$ cat config.mk
export PLATFORM = sky130hd
export DESIGN_NAME = reg_seq_ctrl_flat
export DESIGN_NICKNAME = d
export VERILOG_FILES = /design/src/rtl/reg_seq_ctrl_if.sv /design/src/rtl/reg_seq_ctrl.sv /design/src/flat_wrapper.sv
export SDC_FILE = /design/constraint.sdc
export NUM_CORES = 1
export LEC_CHECK = 0
export ABC_AREA = 1
export CORE_MARGIN = 2
export CORE_UTILIZATION = 43
export DETAILED_ROUTE_END_ITERATION = 6
export PLACE_DENSITY = 0.76
export RECOVER_POWER = 50
export SLEW_MARGIN = 20
export SYNTH_ARGS = -nofsm -noshare
export SYNTH_HDL_FRONTEND = slang
export SYNTH_SLANG_ARGS = --single-unit
$ cat constraint.sdc
create_clock -name clk -period 1.5 [get_ports clk]
set_input_delay 0.3 -clock clk [delete_from_list [all_inputs] [get_ports clk]]
set_output_delay 0.3 -clock clk [all_outputs]
set_load 0.1 [all_outputs]
$ cat src/rtl/reg_seq_ctrl_if.sv
// Instruction- and data-memory request/acknowledge handshake between the
// sequencer (master) and the memory subsystem (slave).
interface reg_seq_ctrl_if;
  logic       imem_req;
  logic       imem_ack;
  logic [7:0] imem_data;
  logic       dmem_req;
  logic       dmem_we;
  logic       dmem_ack;

  modport master (
    output imem_req, dmem_req, dmem_we,
    input  imem_ack, imem_data, dmem_ack
  );

  modport slave (
    input  imem_req, dmem_req, dmem_we,
    output imem_ack, imem_data, dmem_ack
  );
endinterface

$ cat src/rtl/reg_seq_ctrl.sv
// Multi-cycle control sequencer for the 8-bit core: fetch, decode, execute,
// memory and write-back phases with a run/stop control and an ack-timeout fault.
module reg_seq_ctrl #(
  parameter int TIMEOUT = 15,
  parameter int CNT_W   = 8
) (
  input  logic               clk,
  input  logic               reset,
  input  logic               run,
  reg_seq_ctrl_if.master     mem,
  input  logic               alu_zero,
  output logic [1:0]         readReg1,
  output logic [1:0]         readReg2,
  output logic [1:0]         writeReg,
  output logic               sigRegWrite,
  output logic               alu_op,
  output logic               alu_src_imm,
  output logic               wb_sel,
  output logic               pc_inc,
  output logic               pc_branch,
  output logic               busy,
  output logic               fault,
  output logic [CNT_W-1:0]   instr_count
);

  localparam int TO_W = (TIMEOUT > 0) ? $clog2(TIMEOUT + 1) : 1;

  localparam logic [1:0] OP_ADD = 2'b00;
  localparam logic [1:0] OP_LW  = 2'b01;
  localparam logic [1:0] OP_SW  = 2'b10;
  localparam logic [1:0] OP_BEQ = 2'b11;

  typedef enum logic [2:0] {
    IDLE,
    FETCH,
    DECODE,
    EXEC,
    MEM,
    WB,
    FAULT
  } stateT;

  stateT            state;
  stateT            nextState;
  logic [7:0]       ir;
  logic [1:0]       op;
  logic [TO_W-1:0]  waitCnt;
  logic             waiting;
  logic             timedOut;
  logic             retire;

  assign op       = ir[7:6];
  assign readReg1 = ir[5:4];
  assign readReg2 = ir[3:2];
  assign writeReg = (op == OP_ADD) ? ir[1:0] : ir[3:2];
  assign busy     = (state != IDLE) && (state != FAULT);
  assign timedOut = (TIMEOUT != 0) && (waitCnt == TO_W'(TIMEOUT));

  // An ack arriving in the same cycle the wait counter hits TIMEOUT takes
  // priority over the fault transition.
  always_comb begin
    nextState    = state;
    mem.imem_req = 1'b0;
    mem.dmem_req = 1'b0;
    mem.dmem_we  = 1'b0;
    sigRegWrite  = 1'b0;
    alu_op       = 1'b0;
    alu_src_imm  = 1'b0;
    wb_sel       = 1'b0;
    pc_inc       = 1'b0;
    pc_branch    = 1'b0;
    fault        = 1'b0;
    waiting      = 1'b0;
    retire       = 1'b0;
    case (state)
      IDLE: begin
        if (run) nextState = FETCH;
      end
      FETCH: begin
        mem.imem_req = 1'b1;
        if (mem.imem_ack) begin
          nextState = DECODE;
        end else begin
          waiting = 1'b1;
          if (timedOut) nextState = FAULT;
        end
      end
      DECODE: begin
        pc_inc    = 1'b1;
        nextState = EXEC;
      end
      EXEC: begin
        case (op)
          OP_ADD: nextState = WB;
          OP_LW, OP_SW: begin
            alu_src_imm = 1'b1;
            nextState   = MEM;
          end
          default: begin
            alu_op    = 1'b1;
            pc_branch = alu_zero;
            retire    = 1'b1;
            nextState = run ? FETCH : IDLE;
          end
        endcase
      end
      MEM: begin
        mem.dmem_req = 1'b1;
        mem.dmem_we  = (op == OP_SW);
        alu_src_imm  = 1'b1;
        if (mem.dmem_ack) begin
          if (op == OP_SW) begin
            retire    = 1'b1;
            nextState = run ? FETCH : IDLE;
          end else begin
            nextState = WB;
          end
        end else begin
          waiting = 1'b1;
          if (timedOut) nextState = FAULT;
        end
      end
      WB: begin
        sigRegWrite = 1'b1;
        wb_sel      = (op == OP_LW);
        retire      = 1'b1;
        nextState   = run ? FETCH : IDLE;
      end
      FAULT: begin
        fault = 1'b1;
      end
      default: nextState = IDLE;
    endcase
  end

  always_ff @(posedge clk or negedge reset) begin
    if (!reset) begin
      state <= IDLE;
    end else begin
      state <= nextState;
    end
  end

  always_ff @(posedge clk or negedge reset) begin
    if (!reset) begin
      ir <= 8'h00;
    end else if (state == FETCH && mem.imem_ack) begin
      ir <= mem.imem_data;
    end
  end

  // Any state change restarts the wait count, so each FETCH or MEM visit
  // gets its own full timeout window.
  always_ff @(posedge clk or negedge reset) begin
    if (!reset) begin
      waitCnt <= '0;
    end else if (state != nextState) begin
      waitCnt <= '0;
    end else if (waiting && TIMEOUT != 0) begin
      waitCnt <= waitCnt + 1'b1;
    end
  end

  always_ff @(posedge clk or negedge reset) begin
    if (!reset) begin
      instr_count <= '0;
    end else if (retire) begin
      instr_count <= instr_count + 1'b1;
    end
  end

endmodule

$ cat src/flat_wrapper.sv
// flat-port wrapper written by rule: the top's interface ports become plain ports
module reg_seq_ctrl_flat 
#(
  parameter int TIMEOUT = 15,
  parameter int CNT_W   = 8
)
  (clk, reset, run, alu_zero, readReg1, readReg2, writeReg, sigRegWrite, alu_op, alu_src_imm, wb_sel, pc_inc, pc_branch, busy, fault, instr_count, mem_imem_req, mem_dmem_req, mem_dmem_we, mem_imem_ack, mem_imem_data, mem_dmem_ack);
  reg_seq_ctrl_if mem_i ();
  input  logic clk;
  input  logic reset;
  input  logic run;
  input  logic alu_zero;
  output logic [1:0] readReg1;
  output logic [1:0] readReg2;
  output logic [1:0] writeReg;
  output logic sigRegWrite;
  output logic alu_op;
  output logic alu_src_imm;
  output logic wb_sel;
  output logic pc_inc;
  output logic pc_branch;
  output logic busy;
  output logic fault;
  output logic [CNT_W-1:0] instr_count;
  output wire logic [$bits(mem_i.imem_req)-1:0] mem_imem_req;
  output wire logic [$bits(mem_i.dmem_req)-1:0] mem_dmem_req;
  output wire logic [$bits(mem_i.dmem_we)-1:0] mem_dmem_we;
  input wire logic [$bits(mem_i.imem_ack)-1:0] mem_imem_ack;
  input wire logic [$bits(mem_i.imem_data)-1:0] mem_imem_data;
  input wire logic [$bits(mem_i.dmem_ack)-1:0] mem_dmem_ack;
  assign mem_imem_req = mem_i.imem_req;
  assign mem_dmem_req = mem_i.dmem_req;
  assign mem_dmem_we = mem_i.dmem_we;
  assign mem_i.imem_ack = mem_imem_ack;
  assign mem_i.imem_data = mem_imem_data;
  assign mem_i.dmem_ack = mem_dmem_ack;
  reg_seq_ctrl #(.TIMEOUT(TIMEOUT), .CNT_W(CNT_W)) u_core (.clk(clk), .reset(reset), .run(run), .mem(mem_i), .alu_zero(alu_zero), .readReg1(readReg1), .readReg2(readReg2), .writeReg(writeReg), .sigRegWrite(sigRegWrite), .alu_op(alu_op), .alu_src_imm(alu_src_imm), .wb_sel(wb_sel), .pc_inc(pc_inc), .pc_branch(pc_branch), .busy(busy), .fault(fault), .instr_count(instr_count));
endmodule
* Word level (Yosys, flattened, before mapping)
Cells that the tools add are included.
** Cells by class
- Add/sub/neg operators :: 2
- Eq/ne operators :: 11
- Multiplexer cells :: 30
- Reductions and logical operators :: 8
** Operators with widths (number)
- one-hot mux 3 bit (7 select lines) :: 1
- two-way mux 1 bit :: 17
- two-way mux 3 bit :: 5
- equality test 3 bit (second input constant) :: 3
- adder 8 x 1 -> 8 bit (second input constant) :: 1
- two-way mux 4 bit :: 2
- equality test 3 x 2 -> 1 bit (second input constant) :: 2
- one-hot mux 3 bit (2 select lines) :: 1
- adder 4 x 1 -> 4 bit (second input constant) :: 1
- equality test 4 bit (second input constant) :: 1
- one-hot mux 1 bit (2 select lines) :: 2
- equality test 3 x 1 -> 1 bit (second input constant) :: 1
- logical NOT 3 bit :: 1
- != test 3 bit :: 1
- != test 3 bit (second input constant) :: 1
- one-hot mux 1 bit (3 select lines) :: 1
- nonzero test 3 bit :: 1
- OR reduction 3 bit :: 1
- equality test 2 x 1 -> 1 bit (second input constant) :: 1
- equality test 2 bit (second input constant) :: 1
- logical AND 1 bit :: 2
- logical NOT 2 bit :: 1
- two-way mux 2 bit :: 1
- nonzero test 2 bit :: 1
- OR reduction 2 bit :: 1
** Storage, ports and cells
- Bits in registers :: 23
- Input bits :: 14
- Output and inout bits :: 25
- Logic and storage cells :: 55

* Logic depth before layout (Yosys ltp)
- Depth after elaboration :: 6
- Depth in mapped cells :: 11
- Depth with buffers taken out :: 11

* Worst setup path after synthesis
OpenSTA, ideal clock, no wires.
- Path kind :: register -> output
- Start point :: reg u_core.ir[6]
- End point :: out writeReg[0]
- Arrival time :: 2776 ps
- Required time :: 1200 ps
- Path slack :: -1576 ps
- Cell stages (with the launch flop) :: 4
- Path buffers :: 0
- Cell sequence :: dfrtp_1 -> inv_1 -> ha_1 -> o21ai_0
** Between the ends
- Word-level cells in the longest chain between the ends :: 2
** RTL lines
- from (decl) :: RTL line reg_seq_ctrl.sv:45 : logic [7:0] ir;
- from (signal assigned) :: RTL line reg_seq_ctrl.sv:148 : ir <= mem.imem_data;
- logical NOT 2 bit :: RTL line reg_seq_ctrl.sv:55 : assign writeReg = (op == OP_ADD) ? ir[1:0] : ir[3:2];
- two-way mux 2 bit :: RTL line reg_seq_ctrl.sv:55
- to (decl) :: RTL line flat_wrapper.sv:15 : output logic [1:0] writeReg;
No other way between the ends.

* Worst setup path after layout
- Start point :: reg u_core.ir[6]
- End point :: reg u_core.waitCnt[2]
** Between the ends
- Word-level cells in the longest chain between the ends :: 6
- Elaborated cells on any way between the ends :: 11
- Those cells by class :: eq/ne (3); mux (5); reduce/logical (3)
** RTL lines
- equality test 2 x 1 -> 1 bit / equality test 2 bit (equally long branches) :: RTL line reg_seq_ctrl.sv:93, reg_seq_ctrl.sv:112
- OR reduction 2 bit / two-way mux 3 bit (equally long branches) :: RTL line reg_seq_ctrl.sv:93, reg_seq_ctrl.sv:112
- one-hot mux 3 bit (2 select lines) / two-way mux 3 bit (equally long branches) :: RTL line reg_seq_ctrl.sv:93, reg_seq_ctrl.sv:111
- one-hot mux 3 bit (7 select lines) (*) :: RTL line reg_seq_ctrl.sv:75 : case (state)
- net u_core.nextState[0] :: RTL line reg_seq_ctrl.sv:44 : stateT nextState;
- != test 3 bit (*) :: RTL line reg_seq_ctrl.sv:157 : end else if (state != nextState) begin
- two-way mux 4 bit / nonzero test 2 bit (equally long branches)
- to (signal assigned) :: RTL line reg_seq_ctrl.sv:160 : waitCnt <= waitCnt + 1'b1;
- to (decl) :: RTL line reg_seq_ctrl.sv:47 : logic [TO_W-1:0] waitCnt;
Mark *: on every way through the listed nets, which the timed path passes. The rest lies on a longest branch.
A chain may end at the register's enable or synchronous reset.

==> metrics <==
status finished, violations left; failing checks negative setup slack; count of input and output buffers 38; Clock transition at path regs 0.15 ns; Post-synth ARST share 1.00; ANT cells 0; commonest non-fill, non-tap cell in the layout nand2_1; commonest non-fill, non-tap cells in the layout nand2_1 (36), buf_12 (25), buf_4 (21), buf_6 (15), dfrtp_1 (13); initial DRC count 96; Clock Skew 0.00707 ns; Inst Count DP 273; final setup margin -0.403 ns; nets 274; max_cap viols 0; DRT antenna net count 0; number of flops mapped to enable cells by yosys 0; fin crit period 1.90 ns; reg2reg end u_core.waitCnt[2]$_DFFE_PN0P_; number of global-route vias before repair 1,444; synthesized instance count 179; share of layout cells above drive strength 1 0.577; FF-to-FF path depth 12; Starting Density 0.453; Via density 5.21; drt total wl 5670 um; crit path to u_core.waitCnt[2]$_DFFE_PN0P_; yosys synthesis warning count 0; worst setup path start u_core.ir[6]$_DFFE_PN0P_; I/O Pins 39; Worst path max stage delay 0.44 ns; non-filler cells, final 297; Critical R2R Launch u_core.ir[6]$_DFFE_PN0P_; Final Slew Violations 0; Max stage delay cell, worst path dfrtp_1; wire per inst 19.1 um; CORE AREA 0.00305 mm^2; Bufs on Longest Clock Path 2; CP top delay family simple AND/OR/NAND/NOR gates; CP Launch Type register; Rel. slew slack 0.579; kind of critical path reg2reg; H-Tree Depth 1; Fmax 526 MHz; final period utilization 1.27; flops & latches, synth 23; Req. time, crit path 1.73 ns; site row count 20; DIE WIDTH 60.7 um; CP Capture Type register; die height 60.7 um; via count 1,548; post-DP HPWL 2700 um; Worst Hold Class in2reg; Crit path depth 12; cell area after synthesis 0.00138 mm^2; hold buffers post-CTS 0; crit path buf inv count 2; largest net degree at the start of global routing 24; CTS Buf Count 3; # DRC 0; TritonCTS clock tree done; measured slew at the worst slew-check pin 0.632 ns; GRT Total Usage 0.245; largest cells by area after synthesis dfrtp_1 (42%), nand2_1 (15%), inv_1 (6.5%), ha_1 (5.4%), nor2_1 (4.3%); post-synthesis cell type count 23; CP Data Arrival Time 2.14 ns; Seq/Total Area, Yosys 0.416; # clock sinks 23; Crit Path Max Fanout 4; Setup Viol. Count Final 26; Post-synth top flop dfrtp_1; Critical Path, Cell by Cell inv_2 -> ha_4 -> buf_4 -> or2_4 -> nand3_2 -> nand2_2 -> nor2_2 -> nand2_1 -> nand2_1 -> nand2_2 -> nand2_4 -> nor2_2; Yosys top cell area share 0.416; Area Growth Syn to Fin 95.8%; final RePlAce weighted congestion 0.849; syn nets 199; DRT Pass-1 Iters 4; initial antenna violation count 0; GRT overflow 0; root buf cell clkbuf_4; RSZ-0062 raised after global routing true; reg2reg setup slack -0.40 ns; Mean Syn Cell Area 7.73 um^2; Die Area 0.00369 mm^2; leading area contributor after synthesis dfrtp_1; Fin. Hold Viols 0; Clk Latency, worst-skew pair 0.34 ns; first-pass GRT wire length 6600 um
[worst reg2reg max path, delay by kind of cell, from the launching register on]
kind | cells | cell delay, ns
and+or+nand+nor | 9 | 0.93
adders and majority gates | 1 | 0.19
DFF | 1 | 0.44
buffers and inverters | 2 | 0.23
[layout make-up]
cell class              instances  area (um^2)
clock buffers                   4         26.3
fillers                       137          343
inverters                      29          140
multi-input cells             120          911
flip-flops and latches         23          593
well taps                      44         55.1
repair buffers                 76          977
repair inverters                1         7.51
[through the flow]
| step | worst slack [ns] | utilization | setup TNS (ns) | area [um^2] | hold slack (ns) |
|---|---|---|---|---|---|
| final | -0.403 | 0.888 | -7.11 | 2710 | 0.471 |
| after global placement | -0.169 | 0.737 | -1.54 | 2250 | 0.465 |
| after global routing | -0.464 | 0.888 | -8.19 | 2710 | 0.477 |
| after floorplan | -0.516 | - | -3.72 | 1480 | 0.00441 |
| after detailed placement | -0.282 | 0.737 | -2.96 | 2250 | 0.471 |
| after CTS | -0.277 | 0.801 | -3.69 | 2450 | 0.330 |
[worst min-delay path by stage]
stage	slack, ns	cells past startpoint	start	endpoint
after floorplan	0.004	0	reset	u_core.instr_count[2]$_DFFE_PN0P_
after global placement	0.47	2	u_core.ir[1]$_DFFE_PN0P_	u_core.ir[1]$_DFFE_PN0P_
after detailed placement	0.47	2	u_core.ir[1]$_DFFE_PN0P_	u_core.ir[1]$_DFFE_PN0P_
after CTS	0.33	2	reset	u_core.ir[7]$_DFFE_PN0P_
after global routing	0.48	3	mem_imem_data[1]	u_core.ir[1]$_DFFE_PN0P_
final	0.47	3	mem_imem_data[1]	u_core.ir[1]$_DFFE_PN0P_
[sequential cells by signal, summed over array words and instances (netlist names)]
signal	flops
u_core.ir	8
u_core.waitCnt	4
u_core.instr_count	8
u_core.state	3
[cell usage after synthesis, drive strengths merged, types with 2 or more instances]
cell type  count
nor2          20
mux2           2
xor2           6
ha             6
a21oi          2
xnor2          4
dfrtp         23
inv           29
nand4          4
nand3         10
o21ai          8
buf            7
nand2         55
[metal layers]
layer / GRT usage / part of all wire / vias up
met5: 0 / 0 / -
met4: 0.127 / 0.035 / 0
met3: 0.0362 / 0.042 / 18
met2: 0.419 / 0.52 / 82
met1: 0.297 / 0.40 / 757
li1: - / - / 691
[repair_timing]
action / in CTS / in global routing
pin swaps: 9 / 17
gates resized for setup: 42 / 45
gates cloned: 0 / 1
buffers inserted: 5 / 14
endpoints found under the setup margin: 31 / 33
[logic make-up after synthesis]
group	after synthesis	synth area share
and+or+nand+nor	91	0.283
AOI/OAI and AO/OA	11	0.0515
xor gates and xnor gates	10	0.0633
adders and majority gates	6	0.0542
buffers and inverters	36	0.116
DFF	23	0.416
muxes	2	0.0163
Power is not shown: default switching activity piles up to over one toggle a cycle in this logic, so the estimate is an artifact.
